### src/rtl/shift_inc_pkg.sv
// Shared types and the shift-or-increment transform for the shift_inc scheduler.
// Operands are zero-extended to XFORM_W and callers truncate back to their own width.
package shift_inc_pkg;

    typedef enum logic [1:0] {
        IDLE,
        CALC,
        RESP
    } state_t;

    localparam int XFORM_W = 32;

    function automatic logic [XFORM_W-1:0] xform(
        input logic [XFORM_W-1:0] operand,
        input int unsigned        shift_value
    );
        if (operand[0]) begin
            return operand << shift_value;
        end
        return operand + XFORM_W'(1);
    endfunction

endpackage

### src/rtl/rr_arbiter.sv
// Round-robin arbiter: one-hot grant to the first active request after ptr, wrapping.
// Purely combinational; no backpressure of its own.
module rr_arbiter #(
    parameter  int NUM_REQ = 4,
    localparam int ID_W    = $clog2(NUM_REQ)
) (
    input  logic [NUM_REQ-1:0] req,
    input  logic [ID_W-1:0]    ptr,
    output logic [NUM_REQ-1:0] gnt,
    output logic [ID_W-1:0]    idx
);

    always_comb begin
        logic [ID_W-1:0] cand;
        logic            found;
        gnt   = '0;
        idx   = '0;
        found = 1'b0;
        cand  = '0;
        // Offset 1 first so the last winner ends up lowest priority.
        for (int k = 1; k <= NUM_REQ; k++) begin
            cand = ID_W'((int'(ptr) + k) % NUM_REQ);
            if (!found && req[cand]) begin
                found     = 1'b1;
                gnt[cand] = 1'b1;
                idx       = cand;
            end
        end
    end

endmodule

### src/rtl/shift_inc_sched.sv
// Shares one shift-or-increment unit round-robin between NUM_REQ requesters.
// Accept -> CALC -> RESP, rsp_valid after the second edge; rsp_valid holds until rsp_ready.
module shift_inc_sched
    import shift_inc_pkg::*;
#(
    parameter  int NUM_REQ     = 4,
    parameter  int WIDTH       = 4,
    parameter  int SHIFT_VALUE = 1,
    localparam int ID_W        = $clog2(NUM_REQ)
) (
    input  logic                     clk,
    input  logic                     rst_n,
    input  logic [NUM_REQ-1:0]       req_valid,
    input  logic [NUM_REQ*WIDTH-1:0] req_data,
    output logic [NUM_REQ-1:0]       req_ready,
    output logic                     rsp_valid,
    input  logic                     rsp_ready,
    output logic [WIDTH-1:0]         rsp_data,
    output logic [ID_W-1:0]          rsp_id,
    output logic                     busy
);

    typedef struct packed {
        logic [ID_W-1:0]  id;
        logic [WIDTH-1:0] data;
    } job_t;

    state_t              state;
    state_t              state_nxt;
    logic [ID_W-1:0]     ptr;
    job_t                job;
    logic [NUM_REQ-1:0]  gnt;
    logic [ID_W-1:0]     gnt_idx;
    logic                accept;

    rr_arbiter #(
        .NUM_REQ (NUM_REQ)
    ) u_arb (
        .req (req_valid),
        .ptr (ptr),
        .gnt (gnt),
        .idx (gnt_idx)
    );

    // Gated by rst_n so no grant is advertised while reset is being applied.
    assign req_ready = (state == IDLE && rst_n) ? gnt : '0;
    assign accept    = |req_ready;
    assign busy      = (state != IDLE);

    always_ff @(posedge clk) begin
        if (!rst_n) begin
            state <= IDLE;
        end else begin
            state <= state_nxt;
        end
    end

    always_comb begin
        state_nxt = state;
        case (state)
            IDLE: if (accept) state_nxt = CALC;
            CALC: state_nxt = RESP;
            RESP: if (rsp_ready) state_nxt = IDLE;
            default: state_nxt = IDLE;
        endcase
    end

    always_ff @(posedge clk) begin
        if (!rst_n) begin
            ptr       <= ID_W'(NUM_REQ - 1);
            job       <= '0;
            rsp_valid <= 1'b0;
            rsp_data  <= '0;
            rsp_id    <= '0;
        end else begin
            if (accept) begin
                job.id   <= gnt_idx;
                job.data <= req_data[gnt_idx*WIDTH +: WIDTH];
                ptr      <= gnt_idx;
            end
            if (state == CALC) begin
                rsp_data  <= WIDTH'(xform(XFORM_W'(job.data), $unsigned(SHIFT_VALUE)));
                rsp_id    <= job.id;
                rsp_valid <= 1'b1;
            end else if (state == RESP && rsp_ready) begin
                rsp_valid <= 1'b0;
            end
        end
    end

endmodule
### config.mk
export PLATFORM = sky130hd
export DESIGN_NAME = shift_inc_sched
export DESIGN_NICKNAME = d
export VERILOG_FILES = /design/src/rtl/shift_inc_pkg.sv /design/src/rtl/rr_arbiter.sv /design/src/rtl/shift_inc_sched.sv
export SDC_FILE = /design/constraint.sdc
export NUM_CORES = 1
export LEC_CHECK = 0
export CORE_ASPECT_RATIO = 1.4
export CORE_MARGIN = 2
export CORE_UTILIZATION = 40
export CTS_CLUSTER_DIAMETER = 100
export DETAILED_ROUTE_END_ITERATION = 8
export PLACE_DENSITY = 0.65
export SYNTH_ARGS = -nofsm -noshare
export SYNTH_HDL_FRONTEND = slang
export SYNTH_SLANG_ARGS = --single-unit
### constraint.sdc
create_clock -name clk -period 3.5 [get_ports clk]
set_clock_uncertainty 0.2 [all_clocks]
set_input_delay 0.525 -clock clk [delete_from_list [all_inputs] [get_ports clk]]
set_output_delay 0.525 -clock clk [all_outputs]
set_load 0.01 [all_outputs]
Word-level counts from Yosys, hierarchy flattened. Index checks and enable logic that the tools add are counted.

Bits of input ports: 23. Logic and storage cells: 83. Output and inout port bits: 12. Flip-flop bits (word level): 17.

Eq/ne operators: 4. Reductions and logical operators: 17. Shift-type cells: 1. $add $sub $neg: 5. Order comparisons: 8. Bitwise operators: 3. Mux-type cells: 38.

Operator list (number): 4-bit two-way mux (7); 1-bit two-way mux (16); 16-bit by 5-bit indexed part select with 4-bit output (1); 2-bit by 3-bit less-than comparator with 1-bit output, second input constant (4); 2-bit two-way mux (6); 4-bit bitwise OR (3); 1-bit logical AND (9); 1-bit binary-select mux with 2-bit select (4); 1-bit demux with 2-bit select (4); 2-bit by 1-bit greater-or-equal comparator with 1-bit output, second input constant (4); 2-bit case mux with 3 select lines (1); 2-bit by 1-bit adder with 2-bit output, second input constant (2); 2-bit adder, second input constant (2); 4-bit by 1-bit adder with 4-bit output, second input constant (1); 2-bit inequality test, second input constant (2); 2-bit nonzero test (2); 4-bit OR reduction (1); 1-bit logical NOT (3); 2-bit by 1-bit equality test with 1-bit output, second input constant (1); 2-bit equality test, second input constant (1); 2-bit logical NOT (1); 2-bit AND reduction (1).

Longest topological paths before layout.
Depth after elaboration: 17. Gate-level depth with buffers: 12.

Cells and area by module. Synthesis repeated with hierarchy kept, for this count alone.

Cells, all modules: 146. Area, all modules: 1378.8 sq um.

By module, submodules not included: shift_inc_sched (cells each 78, times used 1, area an instance 833.3 sq um, seq. area each 340.3 sq um); rr_arbiter (cells each 68, times used 1, area an instance 545.5 sq um, seq. area each 0.0 sq um).

Worst setup path before layout. OpenSTA, ideal clock, no wires.

Kind: register -> output. Start point: register ptr[0]. End point: output req_ready[1]. Required time: 2775 ps. Path slack: 196 ps. Arrival: 2579 ps. Cell stages (with the launch flop): 11. Buffers on the path: 3. Path through: dfxtp_1 > buf_6 > buf_4 > inv_1 > ha_1 > buf_2 > mux2_2 > mux2i_2 > a2bb2oi_4 > a21oi_1 > nor2_1.

Word-level cells in the longest chain between the ends: 14.

Ends and longest elaborated chain: start, declared (RTL line shift_inc_sched.sv:30) `logic [ID_W-1:0] ptr;`; start signal, assigned (RTL line shift_inc_sched.sv:70) `ptr <= ID_W'(NUM_REQ - 1);`; start signal, assigned (RTL line shift_inc_sched.sv:79) `ptr <= gnt_idx;`; branches (longest 12 deep; another with 2-bit by 3-bit less-than comparator with 1-bit output); 4-bit two-way mux (*) (RTL line rr_arbiter.sv:23) `if (!found && req[cand]) begin`; 4-bit two-way mux (*) (RTL line shift_inc_sched.sv:46) `assign req_ready = (state == IDLE && rst_n) ? gnt : '0;`; end, declared (RTL line shift_inc_sched.sv:15) `output logic [NUM_REQ-1:0] req_ready,`.

Every way passes the cells marked *. The select of a mux whose other input is x is not followed.

Final worst setup path.
Start point: input req_valid[3]. End point: output req_ready[0].

Word-level cells in the longest chain between the ends: 13.

Ends and longest elaborated chain: start, declared (RTL line shift_inc_sched.sv:13) `input logic [NUM_REQ-1:0] req_valid,`; 1-bit binary-select mux with 2-bit select (RTL line rr_arbiter.sv:23); 1-bit two-way mux (not written as such) (RTL line rr_arbiter.sv:23); 1-bit two-way mux (RTL line rr_arbiter.sv:23); 1-bit logical NOT (RTL line rr_arbiter.sv:23); 1-bit logical AND (RTL line rr_arbiter.sv:23); 1-bit two-way mux (RTL line rr_arbiter.sv:23); 1-bit logical NOT (RTL line rr_arbiter.sv:23); 1-bit logical AND (RTL line rr_arbiter.sv:23); 1-bit two-way mux (RTL line rr_arbiter.sv:23); 1-bit logical NOT (RTL line rr_arbiter.sv:23); 1-bit logical AND (RTL line rr_arbiter.sv:23); 4-bit two-way mux (*) (RTL line rr_arbiter.sv:23); 4-bit two-way mux (*) (RTL line shift_inc_sched.sv:46).

Mark *: on every way between the ends. The rest lies on a longest branch, timed or not. The select of a mux whose other input is x is not followed.

==> results.txt <==
Status: completed
CP Class: in2out
Inserted Clock Buffers: 3
Post-Route WL: 4.011 mm
Final Hold Viols: 0
First-pass GRT wire length: 6.796 mm
Internal power: 0.0009781 W
Startpoint types: input port
Final slew viol count: 0
Congestion Overflow GR: 0
Initial drt markers: 28
Setup TNS: 0 ps
#FFs+latches synth: 17
Vias: 1506
Post-synth EDFFs: 0
Pleak: 0.9546 nW
Top cells by instance count after synthesis: mux2i_1 (22), dfxtp_1 (17), nand2_1 (16), nor2_1 (14)
Least-Margin Pin Slew: 836.5 ps
Worst Path Required: 2770 ps
Max Freq: 296.6 MHz
# rows: 27
Critical path fanouts, max: 11
Placer congestion estimate: 0.8113
Most common cell in the synthesized netlist: mux2i_1
Combinational power share: 74.0%
Final min period: 3371 ps
Asr flop ratio synth: 0%
Flop pwr share: 17.6%
Clock sink total: 17
Post-synthesis compound-gate area fraction: 23.08%
CTS root buffer: clkbuf_8
Synth area leaders: dfxtp_1 (21%), mux2i_1 (14%), mux2_2 (6.3%), ha_1 (6.2%), nand2_1 (3.7%)
RSZ-0062 raised after global routing: no
Avg Inst Size Synth: 9.202 um^2
Crit path capture type: primary output
Worst Path Arrival: 2650 ps
Largest net degree at the start of global routing: 25
Nets: 259
Average wire per standard cell: 14.86 um
Initial antenna violation count: 0
Cell taking the most area after synthesis: dfxtp_1
Post-Syn Area: 1610 um^2
Post-synthesis sequential area ratio: 21.13%
Pwr/cell area: 775.9 nW/um^2
Top_reg_cell synth: dfxtp_1
Setup violators final: 0
H-Tree Depth: 1
GR Util All Layers: 18.59%
Die ar.: 4556 um^2
Post-Syn Nets: 206
Netlist cell types: 46
Max-cap violations: 0
Fin area: 2200 um^2
Worst-path clk slew: 60 ps
Synth-to-layout area growth: 36.60%
1st-pass router iterations: 4
Yosys top cell area share: 21.13%
DRT antenna net count: 0
Switching share of total power: 42.69%
Clk Latency, worst-skew pair: 250 ps
Layout cells sized above 1: 25.11%
Syn Inst Count: 175
Post-synthesis mux area share: 25.25%
Fin util: 56.62%
Clock Tree Buf Depth: 2
N_diodes: 0
Die Ht: 79.07 um
Reg2Reg Setup Slack: 380 ps
Post-Synth Adder-Cell Area: 6.216%
HPWL Detailed: 3.168 mm
Syn. warnings: 0
Die X: 57.63 um
DR DRC count: 0
Slew margin rel.: 44.12%
Starting Density: 41.45%
Synth Area in Simple Gates: 18.34%
Ports: 35
Synth Area in XOR/XNOR: 0%
Clk pwr share: 8.4%
Largest family of logic cells by synthesized area: multiplexers
Core ar.: 3885 um^2
Via/cell ratio: 5.578
Max VDD drop: 534.3 uV
Number of global-route vias before repair: 1560
Tcrit/Tclk final: 96.32%
CTS tree: done
Hold Crit Class: reg2reg
Switch Pwr: 0.0007285 W
DP Area: 2133 um^2
IO Port Bufs: 34
[stage by stage]
stage	power [W]	hold slack, ps	setup WS, ps	cells
2_1_floorplan	0.001166	237.3	195.9	175
3_3_place_gp	0.001516	246.8	-71.13	265
3_5_place_dp	0.001555	280.9	-102.3	265
4_1_cts	0.001712	290.0	98.00	270
5_1_grt	0.001834	308.7	44.62	270
6_report	0.001707	283.7	128.9	270
[power groups by stage]
stage	logic [W]	clock network [W]	registers, W
after detailed placement	0.00125	0	0.000303
after global placement	0.00122	0	0.000301
after floorplan	0.000850	0	0.000316
after CTS	0.00127	0.000145	0.000300
after global routing	0.00137	0.000157	0.000308
final	0.00126	0.000143	0.000300
[layer usage]
metal | vias to the layer above | wire length, um | global-route usage (%)
li1 | 741 | - | -
met1 | 729 | 1569 | 19.28
met2 | 30 | 2304 | 37.39
met3 | 6 | 84 | 0.9772
met4 | 0 | 53 | 6.977
met5 | - | 0 | 0
[placed cells by master, fill, tap and decap left out, types with 3 or more instances in the layout]
cell             synthesis  routed
o21ai_0                  4       3
inv_1                    9       9
buf_4                    1      26
nor2_1                  14      14
dfxtp_1                 17      17
clkbuf_8                 0       3
a21oi_1                  8       7
a211oi_1                 4       4
o22ai_1                  5       5
mux2i_1                 22      22
nand2b_1                 5       5
mux2_2                   9       9
nor3b_1                  4       4
nand2_1                 16      15
clkdlybuf4s50_1          0      29
dlygate4sd2_1            0       4
ha_1                     8       8
[worst max-delay path: stages]
cell             delay [ps]
clkdlybuf4s50_1         440
buf_4                   160
buf_4                   160
mux4_2                  540
buf_4                   170
a21o_1                  170
o22ai_4                 110
a21oi_1                  80
dlygate4sd2_1           280
[registers in the layout (all words and copies together), names as in the netlist]
| name | flops |
|---|---|
| state | 2 |
| rsp_id | 2 |
| ptr | 2 |
| rsp_valid | 1 |
| job | 6 |
| rsp_data | 4 |
[cell type report]
| cell class | count | area, um^2 |
|---|---|---|
| multi-input combinational | 136 | 1189 |
| inverter | 10 | 37.54 |
| clock inverter | 1 | 5.005 |
| timing repair buffer | 60 | 533.0 |
| sequential | 17 | 340.3 |
| tap | 43 | 53.80 |
| fill | 380 | 1685 |
| clock buffer | 3 | 41.29 |
[final timing paths]
check                                         start                   to  depth (start not counted)
worst max-delay path                   req_valid[3]         req_ready[0]                          9
worst max register to register  ptr[0]$_SDFFE_PN1P_  job[1]$_SDFFE_PN0P_                         11
worst min register to register  job[3]$_SDFFE_PN0P_  job[3]$_SDFFE_PN0P_                          2
worst min-delay path            job[3]$_SDFFE_PN0P_  job[3]$_SDFFE_PN0P_                          2
[kinds of logic (layout without fill, tap and decap cells)]
logic type	count (synthesis)	count (layout)
muxes	35	35
DFF	17	17
adders and majority gates	8	8
buffers and inverters	22	74
AOI/OAI and AO/OA	39	39
and+or+nand+nor	54	54
[what timing repair did]
item,CTS,global route
buffers inserted,1,0
cloned,0,0
hold buffers,0,0
endpoints found under the setup margin,4,2
gates resized for setup,7,2
Power figures use the tool's default switching activity.
